<file path="src/rtl/battleship_pkg.sv">
// Shared types for the parametrised Battleship core.
//  cell_t       : contents of one board cell
//  game_state_t : top-level game phase, exported on state_o
//  LFSR_TAPS    : feedback mask for x^8+x^6+x^5+x^4+1 (bits 7,5,4,3)
package battleship_pkg;

    typedef enum logic [1:0] {
        EMPTY = 2'd0,
        SHIP  = 2'd1,
        HIT   = 2'd2,
        MISS  = 2'd3
    } cell_t;

    typedef enum logic [2:0] {
        DECIDE      = 3'd0,
        PLACE       = 3'd1,
        PC_PLACE    = 3'd2,
        PLAYER_TURN = 3'd3,
        PC_TURN     = 3'd4,
        WIN         = 3'd5,
        LOSE        = 3'd6
    } game_state_t;

    localparam logic [7:0] LFSR_TAPS = 8'hB8;

endpackage

</file>
<file path="src/rtl/battleship_core_param_if.sv">
// Player-facing bus of the Battleship core.
//  master : buttons, requested ship count, board read address (driven by the UI side)
//  slave  : the core; returns read data, cursor, game state, counters and flags
interface battleship_if
    import battleship_pkg::*;
#(
    parameter int unsigned BOARD_N   = 5,
    parameter int unsigned MAX_SHIPS = 5
);
    localparam int unsigned IDX_W = $clog2(BOARD_N);
    localparam int unsigned CNT_W = $clog2(MAX_SHIPS + 1);

    logic             btn_up;
    logic             btn_down;
    logic             btn_left;
    logic             btn_right;
    logic             btn_confirm;
    logic [CNT_W-1:0] ship_count_in;
    logic             rd_board;
    logic [IDX_W-1:0] rd_i;
    logic [IDX_W-1:0] rd_j;
    cell_t            rd_cell;
    logic [IDX_W-1:0] cursor_i;
    logic [IDX_W-1:0] cursor_j;
    game_state_t      state_o;
    logic [CNT_W-1:0] ships_to_place;
    logic [CNT_W-1:0] player_left;
    logic [CNT_W-1:0] pc_left;
    logic             placement_error;
    logic             player_won;

    modport master (
        output btn_up, btn_down, btn_left, btn_right, btn_confirm,
        output ship_count_in, rd_board, rd_i, rd_j,
        input  rd_cell, cursor_i, cursor_j, state_o,
        input  ships_to_place, player_left, pc_left, placement_error, player_won
    );

    modport slave (
        input  btn_up, btn_down, btn_left, btn_right, btn_confirm,
        input  ship_count_in, rd_board, rd_i, rd_j,
        output rd_cell, cursor_i, cursor_j, state_o,
        output ships_to_place, player_left, pc_left, placement_error, player_won
    );

endinterface

</file>
<file path="src/rtl/battleship_lfsr8.sv">
// Free-running 8-bit Fibonacci LFSR used to pick the PC's scan start cell.
//  clk, rst (sync, active-low) ; q : current LFSR value (SEED after reset, must be non-zero)
module battleship_lfsr8
    import battleship_pkg::*;
#(
    parameter logic [7:0] SEED = 8'hA5
) (
    input  logic       clk,
    input  logic       rst,
    output logic [7:0] q
);

    // Shift left, new LSB is the parity of the tapped bits.
    always_ff @(posedge clk) begin
        if (!rst) q <= SEED;
        else      q <= {q[6:0], ^(q & LFSR_TAPS)};
    end

endmodule

</file>
<file path="src/rtl/battleship_core_param.sv">
// Battleship game core on a BOARD_N x BOARD_N board: ship count, cursor, player and PC
// placement, alternating shots, win/lose detection, registered board read port.
//  clk, rst (sync, active-low) ; bus : battleship_if slave (buttons, read port, status)
module battleship_core_param
    import battleship_pkg::*;
#(
    parameter int unsigned BOARD_N   = 5,
    parameter int unsigned MAX_SHIPS = 5,
    parameter logic [7:0]  LFSR_SEED = 8'hA5,
    parameter int unsigned PC_DELAY  = 16
) (
    input logic         clk,
    input logic         rst,
    battleship_if.slave bus
);
    localparam int unsigned IDX_W = $clog2(BOARD_N);
    localparam int unsigned CNT_W = $clog2(MAX_SHIPS + 1);
    localparam int unsigned CELLS = BOARD_N * BOARD_N;
    localparam int unsigned PTR_W = $clog2(CELLS);
    localparam int unsigned DLY_W = $clog2(PC_DELAY + 1);

    game_state_t      state, state_n;
    cell_t            player_b [CELLS];
    cell_t            pc_b     [CELLS];
    logic [4:0]       btn_now, btn_q, btn_ev;
    logic [IDX_W-1:0] cur_i, cur_j;
    logic [CNT_W-1:0] to_place, p_left, c_left, pc_placed, n_req;
    logic [PTR_W-1:0] ptr, ptr_next, ptr_seed, cur_idx, rd_idx;
    logic [DLY_W-1:0] dly;
    logic [7:0]       lfsr;
    logic             err, won, confirm, rd_in_range;
    cell_t            rd_q, rd_value;
    logic             latch_n, place_wr, place_err, pc_wr, scan_adv;
    logic             shot_ok, shot_err, pc_shot, dly_inc, clear_all, move_en;

    battleship_lfsr8 #(.SEED(LFSR_SEED)) u_lfsr (.clk(clk), .rst(rst), .q(lfsr));

    // Button order: {confirm, right, left, down, up}; rising edge = one event.
    assign btn_now  = {bus.btn_confirm, bus.btn_right, bus.btn_left, bus.btn_down, bus.btn_up};
    assign btn_ev   = btn_now & ~btn_q;
    assign confirm  = btn_ev[4];
    assign cur_idx  = PTR_W'(32'(cur_i) * BOARD_N + 32'(cur_j));
    assign ptr_seed = PTR_W'(32'(lfsr) % CELLS);
    assign ptr_next = (ptr == PTR_W'(CELLS - 1)) ? '0 : ptr + PTR_W'(1);

    // Requested ship count clamped to 1..MAX_SHIPS.
    always_comb begin
        n_req = bus.ship_count_in;
        if (bus.ship_count_in == '0)                      n_req = CNT_W'(1);
        else if (bus.ship_count_in > CNT_W'(MAX_SHIPS))   n_req = CNT_W'(MAX_SHIPS);
    end

    // Read port mux; off-board coordinates read as EMPTY.
    always_comb begin
        rd_in_range = (32'(bus.rd_i) < BOARD_N) && (32'(bus.rd_j) < BOARD_N);
        rd_idx      = rd_in_range ? PTR_W'(32'(bus.rd_i) * BOARD_N + 32'(bus.rd_j)) : '0;
        rd_value    = EMPTY;
        if (rd_in_range) rd_value = bus.rd_board ? pc_b[rd_idx] : player_b[rd_idx];
    end

    always_ff @(posedge clk) begin
        if (!rst) state <= DECIDE;
        else      state <= state_n;
    end

    // Next state plus one-hot datapath strobes.
    always_comb begin
        state_n   = state;
        latch_n   = 1'b0;
        place_wr  = 1'b0;
        place_err = 1'b0;
        pc_wr     = 1'b0;
        scan_adv  = 1'b0;
        shot_ok   = 1'b0;
        shot_err  = 1'b0;
        pc_shot   = 1'b0;
        dly_inc   = 1'b0;
        clear_all = 1'b0;
        move_en   = 1'b0;
        case (state)
            DECIDE: begin
                if (confirm) begin
                    latch_n = 1'b1;
                    state_n = PLACE;
                end
            end
            PLACE: begin
                move_en = ~confirm;
                if (confirm) begin
                    if (player_b[cur_idx] == EMPTY) begin
                        place_wr = 1'b1;
                        if (to_place == CNT_W'(1)) state_n = PC_PLACE;
                    end else begin
                        place_err = 1'b1;
                    end
                end
            end
            PC_PLACE: begin
                if (pc_b[ptr] == EMPTY) begin
                    pc_wr = 1'b1;
                    if (pc_placed + CNT_W'(1) == c_left) state_n = PLAYER_TURN;
                end else begin
                    scan_adv = 1'b1;
                end
            end
            PLAYER_TURN: begin
                move_en = ~confirm;
                if (confirm) begin
                    case (pc_b[cur_idx])
                        EMPTY:   begin shot_ok = 1'b1; state_n = PC_TURN; end
                        SHIP:    begin
                            shot_ok = 1'b1;
                            state_n = (c_left == CNT_W'(1)) ? WIN : PC_TURN;
                        end
                        default: shot_err = 1'b1;
                    endcase
                end
            end
            PC_TURN: begin
                if (dly != DLY_W'(PC_DELAY)) begin
                    dly_inc = 1'b1;
                end else if (player_b[ptr] == EMPTY || player_b[ptr] == SHIP) begin
                    pc_shot = 1'b1;
                    if (player_b[ptr] == SHIP && p_left == CNT_W'(1)) state_n = LOSE;
                    else                                               state_n = PLAYER_TURN;
                end else begin
                    scan_adv = 1'b1;
                end
            end
            WIN, LOSE: begin
                if (confirm) begin
                    clear_all = 1'b1;
                    state_n   = DECIDE;
                end
            end
            default: state_n = DECIDE;
        endcase
    end

    // Datapath: boards, counters, cursor, scan pointer, read register.
    always_ff @(posedge clk) begin
        if (!rst) begin
            btn_q     <= btn_now;
            cur_i     <= '0;
            cur_j     <= '0;
            to_place  <= '0;
            p_left    <= '0;
            c_left    <= '0;
            pc_placed <= '0;
            ptr       <= '0;
            dly       <= '0;
            err       <= 1'b0;
            won       <= 1'b0;
            rd_q      <= EMPTY;
            for (int k = 0; k < int'(CELLS); k++) begin
                player_b[k] <= EMPTY;
                pc_b[k]     <= EMPTY;
            end
        end else begin
            btn_q <= btn_now;
            won   <= (state_n == WIN);
            rd_q  <= rd_value;
            if (latch_n) begin
                to_place <= n_req;
                p_left   <= n_req;
                c_left   <= n_req;
            end
            if (place_wr) begin
                player_b[cur_idx] <= SHIP;
                to_place          <= to_place - CNT_W'(1);
                err               <= 1'b0;
            end
            if (place_err || shot_err) err <= 1'b1;
            if (state == PLACE && state_n == PC_PLACE) begin
                ptr       <= ptr_seed;
                pc_placed <= '0;
            end
            if (pc_wr) begin
                pc_b[ptr] <= SHIP;
                pc_placed <= pc_placed + CNT_W'(1);
                ptr       <= ptr_next;
            end
            if (scan_adv) ptr <= ptr_next;
            if (shot_ok) begin
                err <= 1'b0;
                if (pc_b[cur_idx] == SHIP) begin
                    pc_b[cur_idx] <= HIT;
                    if (c_left != '0) c_left <= c_left - CNT_W'(1);
                end else begin
                    pc_b[cur_idx] <= MISS;
                end
                // Fresh random start for the PC's next search.
                ptr <= ptr_seed;
                dly <= '0;
            end
            if (dly_inc) dly <= dly + DLY_W'(1);
            if (pc_shot) begin
                if (player_b[ptr] == SHIP) begin
                    player_b[ptr] <= HIT;
                    if (p_left != '0) p_left <= p_left - CNT_W'(1);
                end else begin
                    player_b[ptr] <= MISS;
                end
            end
            // Cursor wraps on every edge; priority up > down > left > right.
            if (move_en) begin
                if (btn_ev[0])      cur_i <= (cur_i == '0) ? IDX_W'(BOARD_N - 1) : cur_i - IDX_W'(1);
                else if (btn_ev[1]) cur_i <= (cur_i == IDX_W'(BOARD_N - 1)) ? '0 : cur_i + IDX_W'(1);
                else if (btn_ev[2]) cur_j <= (cur_j == '0) ? IDX_W'(BOARD_N - 1) : cur_j - IDX_W'(1);
                else if (btn_ev[3]) cur_j <= (cur_j == IDX_W'(BOARD_N - 1)) ? '0 : cur_j + IDX_W'(1);
            end
            if (clear_all) begin
                cur_i    <= '0;
                cur_j    <= '0;
                to_place <= '0;
                p_left   <= '0;
                c_left   <= '0;
                err      <= 1'b0;
                for (int k = 0; k < int'(CELLS); k++) begin
                    player_b[k] <= EMPTY;
                    pc_b[k]     <= EMPTY;
                end
            end
        end
    end

    assign bus.rd_cell         = rd_q;
    assign bus.cursor_i        = cur_i;
    assign bus.cursor_j        = cur_j;
    assign bus.state_o         = state;
    assign bus.ships_to_place  = to_place;
    assign bus.player_left     = p_left;
    assign bus.pc_left         = c_left;
    assign bus.placement_error = err;
    assign bus.player_won      = won;

endmodule

</file>
<file path="src/flat_wrapper.sv">
// flat-port wrapper written by rule: the top's interface ports become plain ports
module battleship_core_param_flat import battleship_pkg::*;
#(
    parameter int unsigned BOARD_N   = 5,
    parameter int unsigned MAX_SHIPS = 5,
    parameter logic [7:0]  LFSR_SEED = 8'hA5,
    parameter int unsigned PC_DELAY  = 16
)
  (clk, rst, bus_btn_up, bus_btn_down, bus_btn_left, bus_btn_right, bus_btn_confirm, bus_ship_count_in, bus_rd_board, bus_rd_i, bus_rd_j, bus_rd_cell, bus_cursor_i, bus_cursor_j, bus_state_o, bus_ships_to_place, bus_player_left, bus_pc_left, bus_placement_error, bus_player_won);
  battleship_if #(.BOARD_N(BOARD_N), .MAX_SHIPS(MAX_SHIPS)) bus_i ();
  input logic clk;
  input logic rst;
  input wire logic [$bits(bus_i.btn_up)-1:0] bus_btn_up;
  input wire logic [$bits(bus_i.btn_down)-1:0] bus_btn_down;
  input wire logic [$bits(bus_i.btn_left)-1:0] bus_btn_left;
  input wire logic [$bits(bus_i.btn_right)-1:0] bus_btn_right;
  input wire logic [$bits(bus_i.btn_confirm)-1:0] bus_btn_confirm;
  input wire logic [$bits(bus_i.ship_count_in)-1:0] bus_ship_count_in;
  input wire logic [$bits(bus_i.rd_board)-1:0] bus_rd_board;
  input wire logic [$bits(bus_i.rd_i)-1:0] bus_rd_i;
  input wire logic [$bits(bus_i.rd_j)-1:0] bus_rd_j;
  output wire logic [$bits(bus_i.rd_cell)-1:0] bus_rd_cell;
  output wire logic [$bits(bus_i.cursor_i)-1:0] bus_cursor_i;
  output wire logic [$bits(bus_i.cursor_j)-1:0] bus_cursor_j;
  output wire logic [$bits(bus_i.state_o)-1:0] bus_state_o;
  output wire logic [$bits(bus_i.ships_to_place)-1:0] bus_ships_to_place;
  output wire logic [$bits(bus_i.player_left)-1:0] bus_player_left;
  output wire logic [$bits(bus_i.pc_left)-1:0] bus_pc_left;
  output wire logic [$bits(bus_i.placement_error)-1:0] bus_placement_error;
  output wire logic [$bits(bus_i.player_won)-1:0] bus_player_won;
  assign bus_i.btn_up = bus_btn_up;
  assign bus_i.btn_down = bus_btn_down;
  assign bus_i.btn_left = bus_btn_left;
  assign bus_i.btn_right = bus_btn_right;
  assign bus_i.btn_confirm = bus_btn_confirm;
  assign bus_i.ship_count_in = bus_ship_count_in;
  assign bus_i.rd_board = bus_rd_board;
  assign bus_i.rd_i = bus_rd_i;
  assign bus_i.rd_j = bus_rd_j;
  assign bus_rd_cell = bus_i.rd_cell;
  assign bus_cursor_i = bus_i.cursor_i;
  assign bus_cursor_j = bus_i.cursor_j;
  assign bus_state_o = bus_i.state_o;
  assign bus_ships_to_place = bus_i.ships_to_place;
  assign bus_player_left = bus_i.player_left;
  assign bus_pc_left = bus_i.pc_left;
  assign bus_placement_error = bus_i.placement_error;
  assign bus_player_won = bus_i.player_won;
  battleship_core_param #(.BOARD_N(BOARD_N), .MAX_SHIPS(MAX_SHIPS), .LFSR_SEED(LFSR_SEED), .PC_DELAY(PC_DELAY)) u_core (.clk(clk), .rst(rst), .bus(bus_i));
endmodule
</file>
<file path="config.mk">
export PLATFORM = sky130hd
export DESIGN_NAME = battleship_core_param_flat
export DESIGN_NICKNAME = d
export VERILOG_FILES = /design/src/rtl/battleship_pkg.sv /design/src/rtl/battleship_core_param_if.sv /design/src/rtl/battleship_lfsr8.sv /design/src/rtl/battleship_core_param.sv /design/src/flat_wrapper.sv
export SDC_FILE = /design/constraint.sdc
export NUM_CORES = 1
export LEC_CHECK = 0
export CORE_MARGIN = 2
export CORE_UTILIZATION = 45
export CTS_BUF_LIST = sky130_fd_sc_hd__clkbuf_16
export CTS_CLUSTER_DIAMETER = 30
export DETAILED_ROUTE_END_ITERATION = 12
export PLACE_DENSITY = 0.64
export RECOVER_POWER = 100
export SYNTH_ARGS = -nofsm -noshare
export SYNTH_HDL_FRONTEND = slang
export SYNTH_SLANG_ARGS = --single-unit
</file>
<file path="constraint.sdc">
create_clock -name clk -period 5.97 [get_ports clk]
set_clock_uncertainty 0.15 [all_clocks]
set_input_delay 0.597 -clock clk [delete_from_list [all_inputs] [get_ports clk]]
set_output_delay 0.597 -clock clk [all_outputs]
set_load 0.02 [all_outputs]
</file>
==> impl_metrics.toml, run 1 <==
[run_status]
status = "complete, no violations"

[clock_network]
htree_levels = 4
hold_buffers = 0
cts_root_buf = "clkbuf_16"
clock-sinks = 181
cts_resized = 0
clock_path_buffers = 2
clk_pin_slew_ns = 0.08
worstSkewPairLatency_ns = 0.44
cts_tree = "yes"
cts.repair_timing.setup_buffer_count = 0
cts_buffers = 17

[synthesis]
synth_edf_count = 128
syn_area_um2 = 12100
synth_compound_area_share_pct = 13.7
synth_nets = 1236
synthTopCellsByArea = "edfxtp_1 32%, mux4_2 15%, dfxtp_1 8.8%"
synth-async-reset-ratio_pct = 0
yosysTopAreaCell = "edfxtp_1"
seq_area_frac_synth_pct = 40.6
synthMuxAreaShare_pct = 17.1
synth_fa_ha_area_share_pct = 4.89
synthFlopType = "edfxtp_1"
ys_ff_latch = 181
synth.distinct_cells = 92
postSynthCellCount = 1173
syn_avg_cell_area_um2 = 10.3
yosys_warnings = 0
yosysTopAreaCellShare_pct = 31.8
synthXorXnorAreaFrac_pct = 1.45
yosys.area_share.simple_pct = 18.5
synth_top_family_by_area = "simple AND/OR/NAND/NOR gates"

[worst_setup_path]
worst_path_max_delay_cell = "mux4_2"
critPathRequiredTime_ns = 5.92
cpPeakStageDelay_ns = 0.57
arrival_ns = 5.53
crit_buf_inv = 2
cp-end-kind = "flop"
crit_fanout = 16
setup.worst_path.start_class = "flop"
worstPathCellList = "ha_1 -> ha_1 -> fa_1 -> xor2_1 -> mux4_2 -> mux2i_1 -> nand2_1 -> nor2_2 -> nand2_1 -> buf_4 -> inv_2 -> nand3_1 -> a21bo_1 -> o21ai_0"
path_class = "flop to flop"
critPathTopFamily = "adder cells"

[floorplan]
dieArea_um2 = 28200
die_w_um = 168
fp.coreArea_um2 = 26200
num_io_pins = 39
start_util_pct = 46.1
dieHeight_um = 168
rows = 59

[global_route]
grt_pass1_wl_mm = 51.5
antenna_found_initial = 0
grt_util_all_layers_pct = 23.5
grt-ovfl-total = 0
grt_max_degree = 52
grt_pass1_vias = 9252

[layout]
syn_to_final_growth_pct = 9.99
fin_area_um2 = 13300
final_nets = 1243
n_antenna_cell = 0
seqCellArea_um2 = 4910
multiInputGateArea_um2 = 6710
n_fill_cell = 2298
final_core_util_pct = 50.7
drive_gt1_share_pct = 14.4

[place]
gp_congestion = 0.944
numPortBuffers = 38
post_dp_cell_area_um2 = 12700
place.detailed.hpwl_mm = 23.9

[power_and_ir_drop]
p_leak_nw = 4.66
seq_power_share_pct = 45.8
vdd_drop_max_uv = 216
clockPowerShare_pct = 36.1
p_per_area_nw_per_um2 = 234
power.switching_uw = 923
p_int_mw = 2.18
p_sw_share_pct = 29.7
pwr-share-comb_pct = 18.1

[route]
route.detailed.drc = 0
routed_wl_mm = 33.0
antenna_left = 0
routed_via_density = 6.40
drt-pass1-iter-count = 6
num_vias = 9779
wl_per_cell_um = 21.6
drtIter0Drc = 1106

[run]
max_cap_violations = 0

[sta]
hold_violations = 0
setup_viol = 0
min_period_ns = 5.58
slew_headroom_pct = 30.0
max_freq_mhz = 179
slew_violations = 0
post-route-period-util_pct = 93.5
rsz0062_at_grt = "no"
timing.setup.tns_ns = 0
worstMarginPinSlew_ns = 1.05

[hold_path]
min-delay-path-class = "flop to flop"
synthesized netlist by cell type (4+ instances only):
cell type and n:
or3_1 5, nor3_1 51, a21oi_1 64, mux2i_1 16, o21a_1 8, xor2_1 5
ha_1 44, o31ai_1 4, a21boi_0 4, a21o_1 7, nor2_1 187, o21ai_0 61
mux4_2 83, clkbuf_1 47, edfxtp_1 128, and3_1 6, a31oi_1 14, buf_1 7
nor4b_1 6, nand3_1 38, nand2_1 84, nand2b_1 10, nand4_1 9, inv_1 36
xnor2_1 15, buf_2 16, nor2b_1 11, dfxtp_1 53, o21ai_1 17, a211oi_1 24
and2_1 17, a22o_1 4
layout by cell type, fill, tap and decap left out, types with 36 or more instances in the layout:
| cell | count |
|---|---|
| ha_1 | 43 |
| nand3_1 | 40 |
| o21ai_0 | 72 |
| nand2_1 | 84 |
| mux4_2 | 83 |
| nor3_1 | 52 |
| dfxtp_1 | 52 |
| edfxtp_1 | 128 |
| inv_1 | 36 |
| a21oi_1 | 64 |
| nor2_1 | 188 |
layout make-up:
cell class | instances | share of cell area [%]
clock buffers | 17 | 3.20
multi-input cells | 881 | 50.5
flip-flops and latches | 181 | 36.9
clock inverters | 15 | 1.17
well taps | 335 | 3.16
inverters | 38 | 1.07
repair buffers | 61 | 3.98
cells by family after synthesis:
kind of cell | Yosys count
adders and majority gates | 46
AOI/OAI and AO/OA | 248
buffers and inverters | 111
xor gates and xnor gates | 20
DFF | 181
muxes | 102
and+or+nand+nor | 465
worst register-to-register path, delay by kind of cell (launching register included):
| kind | cells | cell delay, ns |
|---|---|---|
| compound gates | 2 | 0.78 |
| fa+ha+maj | 3 | 1.09 |
| xor+xnor | 1 | 0.51 |
| buf+inv | 2 | 0.41 |
| flops | 1 | 0.48 |
| mux | 2 | 0.92 |
| simple gates | 4 | 0.92 |
state kept, by name (all words and copies together) (netlist names), named ones only:
register,count
u_core.btn_q,5
u_core.bus.cursor_j,3
u_core.bus.player_left,3
u_core.bus.ships_to_place,3
u_core.bus.cursor_i,3
u_core.bus.placement_error,1
u_core.bus.pc_left,3
u_core.pc_b,64
u_core.pc_placed,3
u_core.player_b,64
u_core.bus.state_o,3
u_core.bus.rd_cell,2
u_core.u_lfsr.q,8
u_core.bus.player_won,1
u_core.ptr,5
u_core.dly,5
path summary, 6_finish.rpt:
check	start	endpoint	slack, ns	cells after the start
worst min-delay path	u_core.dly[4]	u_core.dly[4]	0.31	1
worst min register to register	u_core.dly[4]	u_core.dly[4]	0.31	1
worst max register to register	u_core.bus.cursor_i[2]	u_core.pc_b[15][1]	0.39	14
worst max-delay path	u_core.bus.cursor_i[2]	u_core.pc_b[15][1]	0.39	14
metal layers:
| metal | vias to the layer above | wire length, um | GRT usage, % | part of all wire [%] |
|---|---|---|---|---|
| li1 | 4431 | - | - | - |
| met4 | 0 | 1280 | 11.1 | 3.9 |
| met3 | 91 | 2500 | 3.74 | 7.6 |
| met1 | 4749 | 13600 | 30.8 | 41 |
| met2 | 508 | 15600 | 38.4 | 47 |
| met5 | - | 0 | 0 | 0 |
stage by stage:
stage / hold slack [ns] / std cells / total power, mW / setup WS (ns)
2_1_floorplan: 0.272 / 1173 / 1.85 / 1.11
3_3_place_gp: 0.292 / 1496 / 2.00 / 0.603
3_5_place_dp: 0.302 / 1496 / 2.01 / 0.521
4_1_cts: 0.313 / 1528 / 3.11 / 0.489
5_1_grt: 0.334 / 1528 / 3.22 / 0.0544
6_report: 0.314 / 1528 / 3.11 / 0.390
power groups by stage:
stage                     Combinational [mW]  Clock, mW  Sequential, mW
after detailed placement               0.558          0            1.45
after global routing                   0.606       1.18            1.43
after floorplan                        0.414          0            1.43
after CTS                              0.561       1.13            1.42
after global placement                 0.552          0            1.45
final                                  0.561       1.12            1.42
Power figures use the tool's default switching activity.
==> run 2: changes to the inputs <==
==> constraint.sdc (replaced) <==
create_clock -name clk -period 6.7 [get_ports clk]
set_clock_uncertainty 0.15 [all_clocks]
set_input_delay 0.67 -clock clk [delete_from_list [all_inputs] [get_ports clk]]
set_output_delay 0.67 -clock clk [all_outputs]
set_load 0.02 [all_outputs]
==> run 2 against run 1 <==
  * The run now ends with max-capacitance violations left
  * Combinational power fell by 12%
  * Sequential share of layout area rose by 0.16 points
  * Design area fell by 0.43%
  * Critical path depth fell by 3
  * Clock power fell by 13%
  * Register-to-register slack improved by 0.38 ns
  * Die area did not move
  * Largest power group unchanged
==> impl_metrics.toml, run 2 (synthesis results as in run 1) <==
[layout]
final_cell_mix = "189 x nor2_1, 128 x edfxtp_1, 84 x nand2_1"
final_core_util_pct = 50.5
layout_commonest_cell = "nor2_1"
multiInputGateArea_um2 = 6700
syn_to_final_growth_pct = 9.51
n_antenna_cell = 0
fin_area_um2 = 13200
seqCellArea_um2 = 4910
n_fill_cell = 2303
final_nets = 1238
reg_top3 = "u_core.pc_b: 64 flops, u_core.player_b: 64 flops, u_core.u_lfsr.q: 8 flops"
drive_gt1_share_pct = 13.9

[route]
drt-pass1-iter-count = 8
routed_wl_mm = 33.1
num_vias = 9614
routed_via_density = 6.31
wl_per_cell_um = 21.7
antenna_left = 0
route.detailed.drc = 0
drtIter0Drc = 1073

[worst_setup_path]
r2r_setup_slack_ns = 0.77
worstSetupStartpoint = "bus_rd_i[2]"
cp-end-kind = "flop"
critPathTopFamily = "buffers and inverters"
rr_worst_depth = 13
worstPathCellList = "dlygate4sd3_1 -> ha_1 -> ha_1 -> fa_1 -> clkbuf_1 -> nand2_1 -> mux4_2 -> a211oi_1 -> a31oi_1 -> mux4_2 -> and3_1"
crit_fanout = 17
arrival_ns = 6.13
worst_path_max_delay_cell = "nand2_1"
critPathRequiredTime_ns = 6.89
r2r_start = "u_core.bus.cursor_i[2]"
setup.worst_path.start_class = "primary input"
cpPeakStageDelay_ns = 0.98
crit_buf_inv = 2
path_class = "primary input to flop"
reg2reg_to = "u_core.pc_b[11][1]"

[floorplan]
dieHeight_um = 168
start_util_pct = 46.1
fp.coreArea_um2 = 26200
dieArea_um2 = 28200
die_w_um = 168
rows = 59
num_io_pins = 39

[clock_network]
clock_path_buffers = 2
clock-sinks = 181
htree_levels = 4
clk_pin_slew_ns = 0.08
cts_tree = "yes"
hold_buffers = 0
cts.repair_timing.setup_buffer_count = 0
cts_buffers = 17
cts_root_buf = "clkbuf_16"
cts_resized = 0
worstSkewPairLatency_ns = 0.44

[sta]
hold_violations = 0
setup_ws_ns = 0.760
post-route-period-util_pct = 88.7
setup_viol = 0
max_freq_mhz = 168
slew_violations = 0
timing.hold.ws_ns = 0.317
slew_headroom_pct = 0.710
rsz0062_at_grt = "no"
worstMarginPinSlew_ns = 1.49
min_period_ns = 5.94
timing.setup.tns_ns = 0

[power_and_ir_drop]
p_leak_nw = 4.64
vdd_drop_max_uv = 129
p_int_mw = 1.93
power.switching_uw = 802
pwr-share-comb_pct = 18.1
seq_power_share_pct = 46.4
p_per_area_nw_per_um2 = 207
p_sw_share_pct = 29.3
clockPowerShare_pct = 35.6

[global_route]
grt_util_all_layers_pct = 23.7
grt_pass1_vias = 9199
grt_max_degree = 52
antenna_found_initial = 0
grt-ovfl-total = 0
grt_pass1_wl_mm = 51.5

[place]
post_dp_cell_area_um2 = 12700
numPortBuffers = 38
pre_cts_ws_ns = 1.06
place.detailed.hpwl_mm = 23.9
gp_congestion = 0.922

[run_status]
status = "finished, violations left"
violations = "max-capacitance violations"

[run]
max_cap_violations = 1

[hold_path]
min-delay-path-class = "flop to flop"
hp-start = "u_core.dly[4]"
min_to = "u_core.dly[4]"
min_path_cells = 1
run 2: per-stage QoR:
stage          power, mW  cells
2_1_floorplan       1.65   1173
4_1_cts             2.75   1523
3_5_place_dp        1.79   1491
5_1_grt             2.84   1523
3_3_place_gp        1.78   1491
6_report            2.74   1523
run 2: routing by layer:
metal	vias up	global-route usage (%)	part of all wire [%]
li1	4415	-	-
met1	4607	31.0	41
met2	506	39.5	47
met3	86	4.30	7.9
met4	0	9.11	3.4
met5	-	0	0
run 2: power groups by stage:
stage	registers, mW	clock network (mW)	logic [mW]
2_1_floorplan	1.28	0	0.369
3_3_place_gp	1.29	0	0.490
3_5_place_dp	1.29	0	0.494
4_1_cts	1.27	0.982	0.497
5_1_grt	1.27	1.03	0.540
6_report	1.27	0.973	0.495
run 2: worst register-to-register path: stages (launching register included):
cell and delay [ns]:
dfxtp_1 0.48, ha_1 0.30, ha_1 0.32, fa_1 0.48, xor2_1 0.53, mux4_2 0.57
mux2i_1 0.29, nand2_1 0.15, nor2_1 0.39, nand2_1 0.36, inv_2 0.38, nand3_1 0.38
a21bo_1 0.44, o21ai_0 0.37
run 2: area by class of cell:
class | count | share of cell area [%]
multi-input cells | 881 | 50.6
flip-flops and latches | 181 | 37.1
repair buffers | 56 | 3.76
clock buffers | 17 | 3.22
well taps | 335 | 3.17
inverters | 38 | 1.08
clock inverters | 15 | 1.07
run 2: worst max path at each step:
| stage | end | depth (start not counted) |
|---|---|---|
| 2_1_floorplan | u_core.pc_b[1][0] | 14 |
| 3_3_place_gp | u_core.pc_b[21][0] | 14 |
| 3_5_place_dp | u_core.pc_b[20][0] | 14 |
| 4_1_cts | u_core.pc_b[20][0] | 14 |
| 5_1_grt | u_core.ptr[2] | 19 |
| 6_report | u_core.bus.rd_cell[1] | 11 |
